[config.mk]
export PLATFORM = sky130hd
export DESIGN_NAME = axis_interrupter
export DESIGN_NICKNAME = d
export VERILOG_FILES = /design/src/rtl/axis_interrupter.sv
export SDC_FILE = /design/constraint.sdc
export NUM_CORES = 1
export LEC_CHECK = 0
export ABC_AREA = 1
export CAP_MARGIN = 20
export CORE_ASPECT_RATIO = 0.75
export CORE_MARGIN = 2
export CORE_UTILIZATION = 45
export CTS_CLUSTER_DIAMETER = 30
export DETAILED_ROUTE_END_ITERATION = 8
export GPL_TIMING_DRIVEN = 0
export PLACE_DENSITY = 0.69
export RECOVER_POWER = 50
export SLEW_MARGIN = 10
export SYNTH_ARGS = -nofsm -noshare
export SYNTH_HDL_FRONTEND = slang
export SYNTH_SLANG_ARGS = --single-unit
[constraint.sdc]
create_clock -name aclk -period 3 [get_ports aclk]
set_input_delay 0.6 -clock aclk [delete_from_list [all_inputs] [get_ports aclk]]
set_output_delay 0.6 -clock aclk [all_outputs]
set_load 0.02 [all_outputs]
[src/rtl/axis_interrupter.sv]
// axis_interrupter: AXI-stream register stage that holds beats back for table-programmed gaps.
// Optional AXIS_INTERRUPT_LFSR_EN adds rand_thresh and LFSR-driven random gaps on table misses.
module axis_interrupter #(
  parameter int DATA_W    = 32,
  parameter int N_ENTRIES = 8,
  parameter int BEAT_W    = 16,
  parameter int GAP_W     = 8,
  localparam int AW       = (N_ENTRIES > 1) ? $clog2(N_ENTRIES) : 1
) (
  input  logic              aclk,
  input  logic              aresetn,
  input  logic [DATA_W-1:0] s_tdata,
  input  logic              s_tvalid,
  input  logic              s_tlast,
  output logic              s_tready,
  output logic [DATA_W-1:0] m_tdata,
  output logic              m_tvalid,
  output logic              m_tlast,
  input  logic              m_tready,
  input  logic              cfg_we,
  input  logic [AW-1:0]     cfg_addr,
  input  logic [BEAT_W-1:0] cfg_beat,
  input  logic [GAP_W-1:0]  cfg_gap,
  input  logic              cfg_clear,
`ifdef AXIS_INTERRUPT_LFSR_EN
  input  logic [7:0]        rand_thresh,
`endif
  input  logic              enable,
  output logic [BEAT_W-1:0] beat_cnt,
  output logic              busy
);
  typedef enum logic [1:0] {IDLE, GAP, PASS} state_t;
  state_t r_state, w_state_nxt;
  logic [DATA_W-1:0] r_data;
  logic r_last, r_init, w_s_hs, w_m_hs;
  logic [BEAT_W-1:0] r_cnt, w_cnt_nxt;
  logic [GAP_W-1:0] r_gap, w_gap_nxt, w_tbl_gap, w_load_gap;
  logic [BEAT_W-1:0] r_tbeat [N_ENTRIES];
  logic [GAP_W-1:0] r_tgap [N_ENTRIES];
  assign m_tdata  = r_data;
  assign m_tlast  = r_last;
  assign m_tvalid = r_state == PASS;
  assign beat_cnt = r_cnt;
  assign busy     = r_state != IDLE;
  assign s_tready = r_init && (r_state == IDLE || (r_state == PASS && m_tready));
  assign w_s_hs   = s_tvalid && s_tready;
  assign w_m_hs   = m_tvalid && m_tready;
  // The beat being loaded takes the index after this cycle's output handshake.
  assign w_cnt_nxt = !w_m_hs ? r_cnt : r_last ? '0 : (&r_cnt) ? r_cnt : r_cnt + 1'b1;
  always_comb begin
    w_tbl_gap = '0;
    for (int i = N_ENTRIES - 1; i >= 0; i--)
      if (r_tgap[i] != '0 && r_tbeat[i] == w_cnt_nxt) w_tbl_gap = r_tgap[i];
  end
`ifdef AXIS_INTERRUPT_LFSR_EN
  logic [15:0] r_lfsr;
  logic [GAP_W-1:0] w_rand_gap;
  always_ff @(posedge aclk or negedge aresetn)
    if (!aresetn) r_lfsr <= 16'hACE1;
    else r_lfsr <= {r_lfsr[0] ^ r_lfsr[2] ^ r_lfsr[3] ^ r_lfsr[5], r_lfsr[15:1]};
  assign w_rand_gap = GAP_W'({1'b0, r_lfsr[11:8]} + 5'd1);
  assign w_load_gap = !enable ? '0 : (w_tbl_gap != '0) ? w_tbl_gap :
                      (r_lfsr[7:0] < rand_thresh) ? w_rand_gap : '0;
`else
  assign w_load_gap = enable ? w_tbl_gap : '0;
`endif
  always_comb begin
    w_state_nxt = r_state;
    w_gap_nxt   = r_gap;
    if (w_s_hs) begin
      w_state_nxt = (w_load_gap != '0) ? GAP : PASS;
      w_gap_nxt   = w_load_gap;
    end else if (r_state == GAP) begin
      w_state_nxt = (r_gap <= GAP_W'(1)) ? PASS : GAP;
      w_gap_nxt   = r_gap - 1'b1;
    end else if (w_m_hs) begin
      w_state_nxt = IDLE;
    end
  end
  always_ff @(posedge aclk or negedge aresetn)
    if (!aresetn) begin
      r_state <= IDLE;
      r_gap   <= '0;
    end else begin
      r_state <= w_state_nxt;
      r_gap   <= w_gap_nxt;
    end
  always_ff @(posedge aclk or negedge aresetn)
    if (!aresetn) begin
      r_data <= '0;
      r_last <= 1'b0;
      r_cnt  <= '0;
      r_init <= 1'b0;
    end else begin
      r_init <= 1'b1;
      r_cnt  <= w_cnt_nxt;
      if (w_s_hs) begin
        r_data <= s_tdata;
        r_last <= s_tlast;
      end
    end
  always_ff @(posedge aclk or negedge aresetn)
    if (!aresetn) begin
      for (int i = 0; i < N_ENTRIES; i++) begin
        r_tbeat[i] <= '0;
        r_tgap[i]  <= '0;
      end
    end else begin
      for (int i = 0; i < N_ENTRIES; i++)
        if (cfg_clear) r_tgap[i] <= '0;
        else if (cfg_we && cfg_addr == AW'(i)) begin
          r_tbeat[i] <= cfg_beat;
          r_tgap[i]  <= cfg_gap;
        end
    end
endmodule

==> flow_summary.json <==
{
  "ir_drop_mv": 0.479,
  "synth_edf_count": 0,
  "drtPass1Iterations": 7,
  "max_freq_mhz": 282,
  "insertion_delay_ns": 0.56,
  "wl_met1_mm": 19.9,
  "worst_slack_ns": -0.544,
  "synth_top_cell_area_share_pct": 47.6,
  "grt_pass1_wl_mm": 69.3,
  "period_needed_ns": 3.54,
  "clk_pin_slew_worst_paths_ns": 0.05,
  "synth_cell_types": 55,
  "p_per_area_nw_per_um2": 945,
  "finalMaxSlewViolations": 107,
  "start_util_pct": 45.6,
  "fin_crit_sh_pct": 118,
  "clock_skew_ns": 0.0219,
  "cts.sinks": 252,
  "yosysWarnings": 0,
  "synth_commonest_cells": "nand2_1, dfrtp_1, inv_1",
  "arrival_ns": 3.98,
  "slew_headroom_pct": -77.6,
  "cts_tree": "done",
  "timing.final.setup_violations": 10,
  "reg2reg_depth": 23,
  "h-tree-depth": 2,
  "r2r-end": "r_state[0]",
  "yosysSeqAreaShare_pct": 47.6,
  "hold_viol": 0,
  "rrSetupSlack_ns": -0.54,
  "cap_violations": 1,
  "n_fill_cell": 2416,
  "fin_area_sq_um": 18400,
  "crit_type": "reg -> reg",
  "num_vias": 13200,
  "grt_pass1_vias": 12400,
  "grt-ovfl-total": 0,
  "port_buffers": 118,
  "gp_congestion": 0.940,
  "rsz0062_at_grt": "yes",
  "rr_startpoint": "beat_cnt[4]",
  "wirelength_mm": 46.1,
  "cts-root-buf": "clkbuf_16",
  "ant_nets": 0,
  "row_count": 54,
  "drt_iter0_drc": 1506,
  "synth_area_leader_cell": "dfrtp_1",
  "critPathCaptureType": "flop",
  "status": "finished with violations",
  "ys_ff_latch": 252,
  "syn_area_sq_um": 13300,
  "numCtsBuffers": 46,
  "synth_area_per_cell_sq_um": 7.78,
  "worst-path-max-fanout": 10,
  "place_inst": 2215,
  "synth_ff_type": "dfrtp_1",
  "worst_pin_slew_ns": 2.66,
  "synth_area_leaders": "dfrtp_1, nand2_1, o21ai_0, inv_1, o22ai_1",
  "cts_max_path_buffers": 3,
  "post-place-ws_ns": -1.23,
  "synth_fp_nets": 1773,
  "wl_per_cell_microns": 19.2,
  "ctsHoldBuffers": 0,
  "antenna_cells": 0,
  "postPlaceCellArea_sq_um": 15000,
  "hold_class": "reg -> reg",
  "viasPerCell": 5.48,
  "violations": "max-capacitance violations, max-slew violations, negative setup slack",
  "worstHoldEndpoint": "m_tdata[25]",
  "syn_inst": 1703,
  "area_growth_pct": 38.5,
  "async_flop_share_pct": 100,
  "cp-start-kind": "flop",
  "drc": 0,
  "top_layer_used": "met4",
  "yosys.cell_count.top_type": "nand2_1",
  "wl_met3_mm": 4.89,
  "die_height_microns": 153,
  "hold_depth": 2,
  "antenna_found_initial": 0,
  "dieArea_sq_um": 30900,
  "stdcell_count": 2407,
  "grt_max_degree": 107,
  "cp.required_ns": 3.43,
  "hpwl_mm": 30.5,
  "io-pin-count": 119,
  "layout-drive-gt1-share_pct": 20.2,
  "met2_length_mm": 20.1,
  "core_area_sq_um": 29100,
  "nets": 2047,
  "leakagePower_uw": 0.00878,
  "track_usage_pct": 28.8,
  "die_width_microns": 202,
  "hp-start": "m_tdata[25]"
}
==> final cells by class <==
| cell class | instances | area [sq um] | area share [%] |
|---|---|---|---|
| Clock inverter | 27 | 368 | 2.00 |
| Tap cell | 392 | 490 | 2.67 |
| Sequential cell | 252 | 6320 | 34.4 |
| Multi-Input combinational cell | 1165 | 6470 | 35.3 |
| Clock buffer | 59 | 1270 | 6.92 |
| Inverter | 229 | 873 | 4.76 |
| Buffer | 60 | 432 | 2.35 |
| Timing Repair Buffer | 223 | 2140 | 11.6 |
==> layout by cell type (no fill, tap or decap), types with 5 or more instances in the layout <==
master,netlist,layout
a211oi_1,5,5
nor2_4,5,18
nand3_1,65,42
inv_1,217,211
nand2_2,20,52
buf_8,0,8
o21ai_0,171,157
nand3b_1,14,14
nor4_1,10,9
buf_6,11,17
nand3_4,2,12
bufinv_16,0,7
nand3_2,7,20
clkinv_2,0,6
nand4_1,32,32
clkbuf_16,0,49
nor2_2,7,18
buf_12,0,8
dfrtp_2,0,11
clkdlybuf4s50_1,0,116
o22ai_1,73,72
clkbuf_8,0,5
inv_2,8,12
nor2_1,86,62
a21oi_1,9,7
clkbuf_1,39,46
buf_4,6,88
nand2_1,528,480
xnor2_1,20,18
clkinvlp_4,0,9
dfrtp_1,252,241
o21ai_1,28,40
nand2_4,2,19
xor2_1,32,28
==> per-stage QoR <==
| stage | power [uW] | util, % | TNS [ns] | hold slack (ns) |
|---|---|---|---|---|
| 5_1_grt | 18200 | 63.2 | -55.14 | 0.500 |
| 6_report | 17400 | 63.2 | -3.96 | 0.475 |
| 4_1_cts | 16500 | 60.5 | -2.49 | 0.146 |
| 3_3_place_gp | 10300 | 51.4 | -2418.72 | 0.462 |
| 2_1_floorplan | 8290 | - | 0 | 0.304 |
| 3_5_place_dp | 10400 | 51.6 | -11.79 | 0.465 |
==> state kept, by name, summed over array words and instances (netlist names) <==
signal    count
m_tdata      32
beat_cnt     16
r_state       2
r_gap         8
r_tgap       64
r_tbeat     128
r_init        1
m_tlast       1
==> worst max path at each step <==
stage | endpoint | from | cells after the start | slack, ns
floorplan | r_state[0] | beat_cnt[0] | 29 | 0.009
global placement | beat_cnt[0] | aresetn | 1 | -10.49
detailed placement | r_state[0] | m_tready | 27 | -1.23
CTS | r_state[0] | beat_cnt[1] | 29 | -0.38
global route | r_state[0] | beat_cnt[4] | 23 | -0.66
finish | r_state[0] | beat_cnt[4] | 23 | -0.54
==> repair_timing <==
item                                    CTS  global route
gates resized for setup                 106           128
pin swaps                                60            62
gates cloned                              3             5
endpoints found under the setup margin   10            10
buffers inserted                         59            39
==> layer usage <==
metal	GRT usage [%]	up-vias
met1	42.0	6363
met2	42.5	668
met4	9.63	0
met5	0	-
li1	-	6061
met3	6.46	105
==> where the power goes <==
group,switching [uW],internal [uW]
Combinational,4110,2920
Clock,1840,3610
Sequential,684,4190
==> cells by family (layout without fill, tap and decap cells) <==
kind of cell,after synthesis,after routing,share of synthesized area (%)
compound gates,306,306,13.0
xor+xnor,53,53,3.56
fa+ha+maj,3,3,0.283
buf+inv,289,598,9.01
flops,252,252,47.6
other cells,1,1,0.0283
simple gates,799,802,26.5
==> worst max-delay path, stage by stage (launching register included) <==
cell and delay [ns]:
dfrtp_2 0.47, nand2_4 0.09, nor2_4 0.18, buf_4 0.16
nand4_4 0.19, nand4_1 0.23, nand3_4 0.19, buf_8 0.20
buf_4 0.13, nand2_1 0.05, nand3_1 0.12, nor4_4 0.20
nand2_2 0.14, buf_6 0.16, o21ai_1 0.17, inv_1 0.06
nand2_1 0.06, nand2_1 0.07, nand2_1 0.09, nand2_2 0.06
nor2_2 0.11, nand3_2 0.11, nand2_1 0.09, nand2_1 0.05
(Power assumes the default switching activity.)
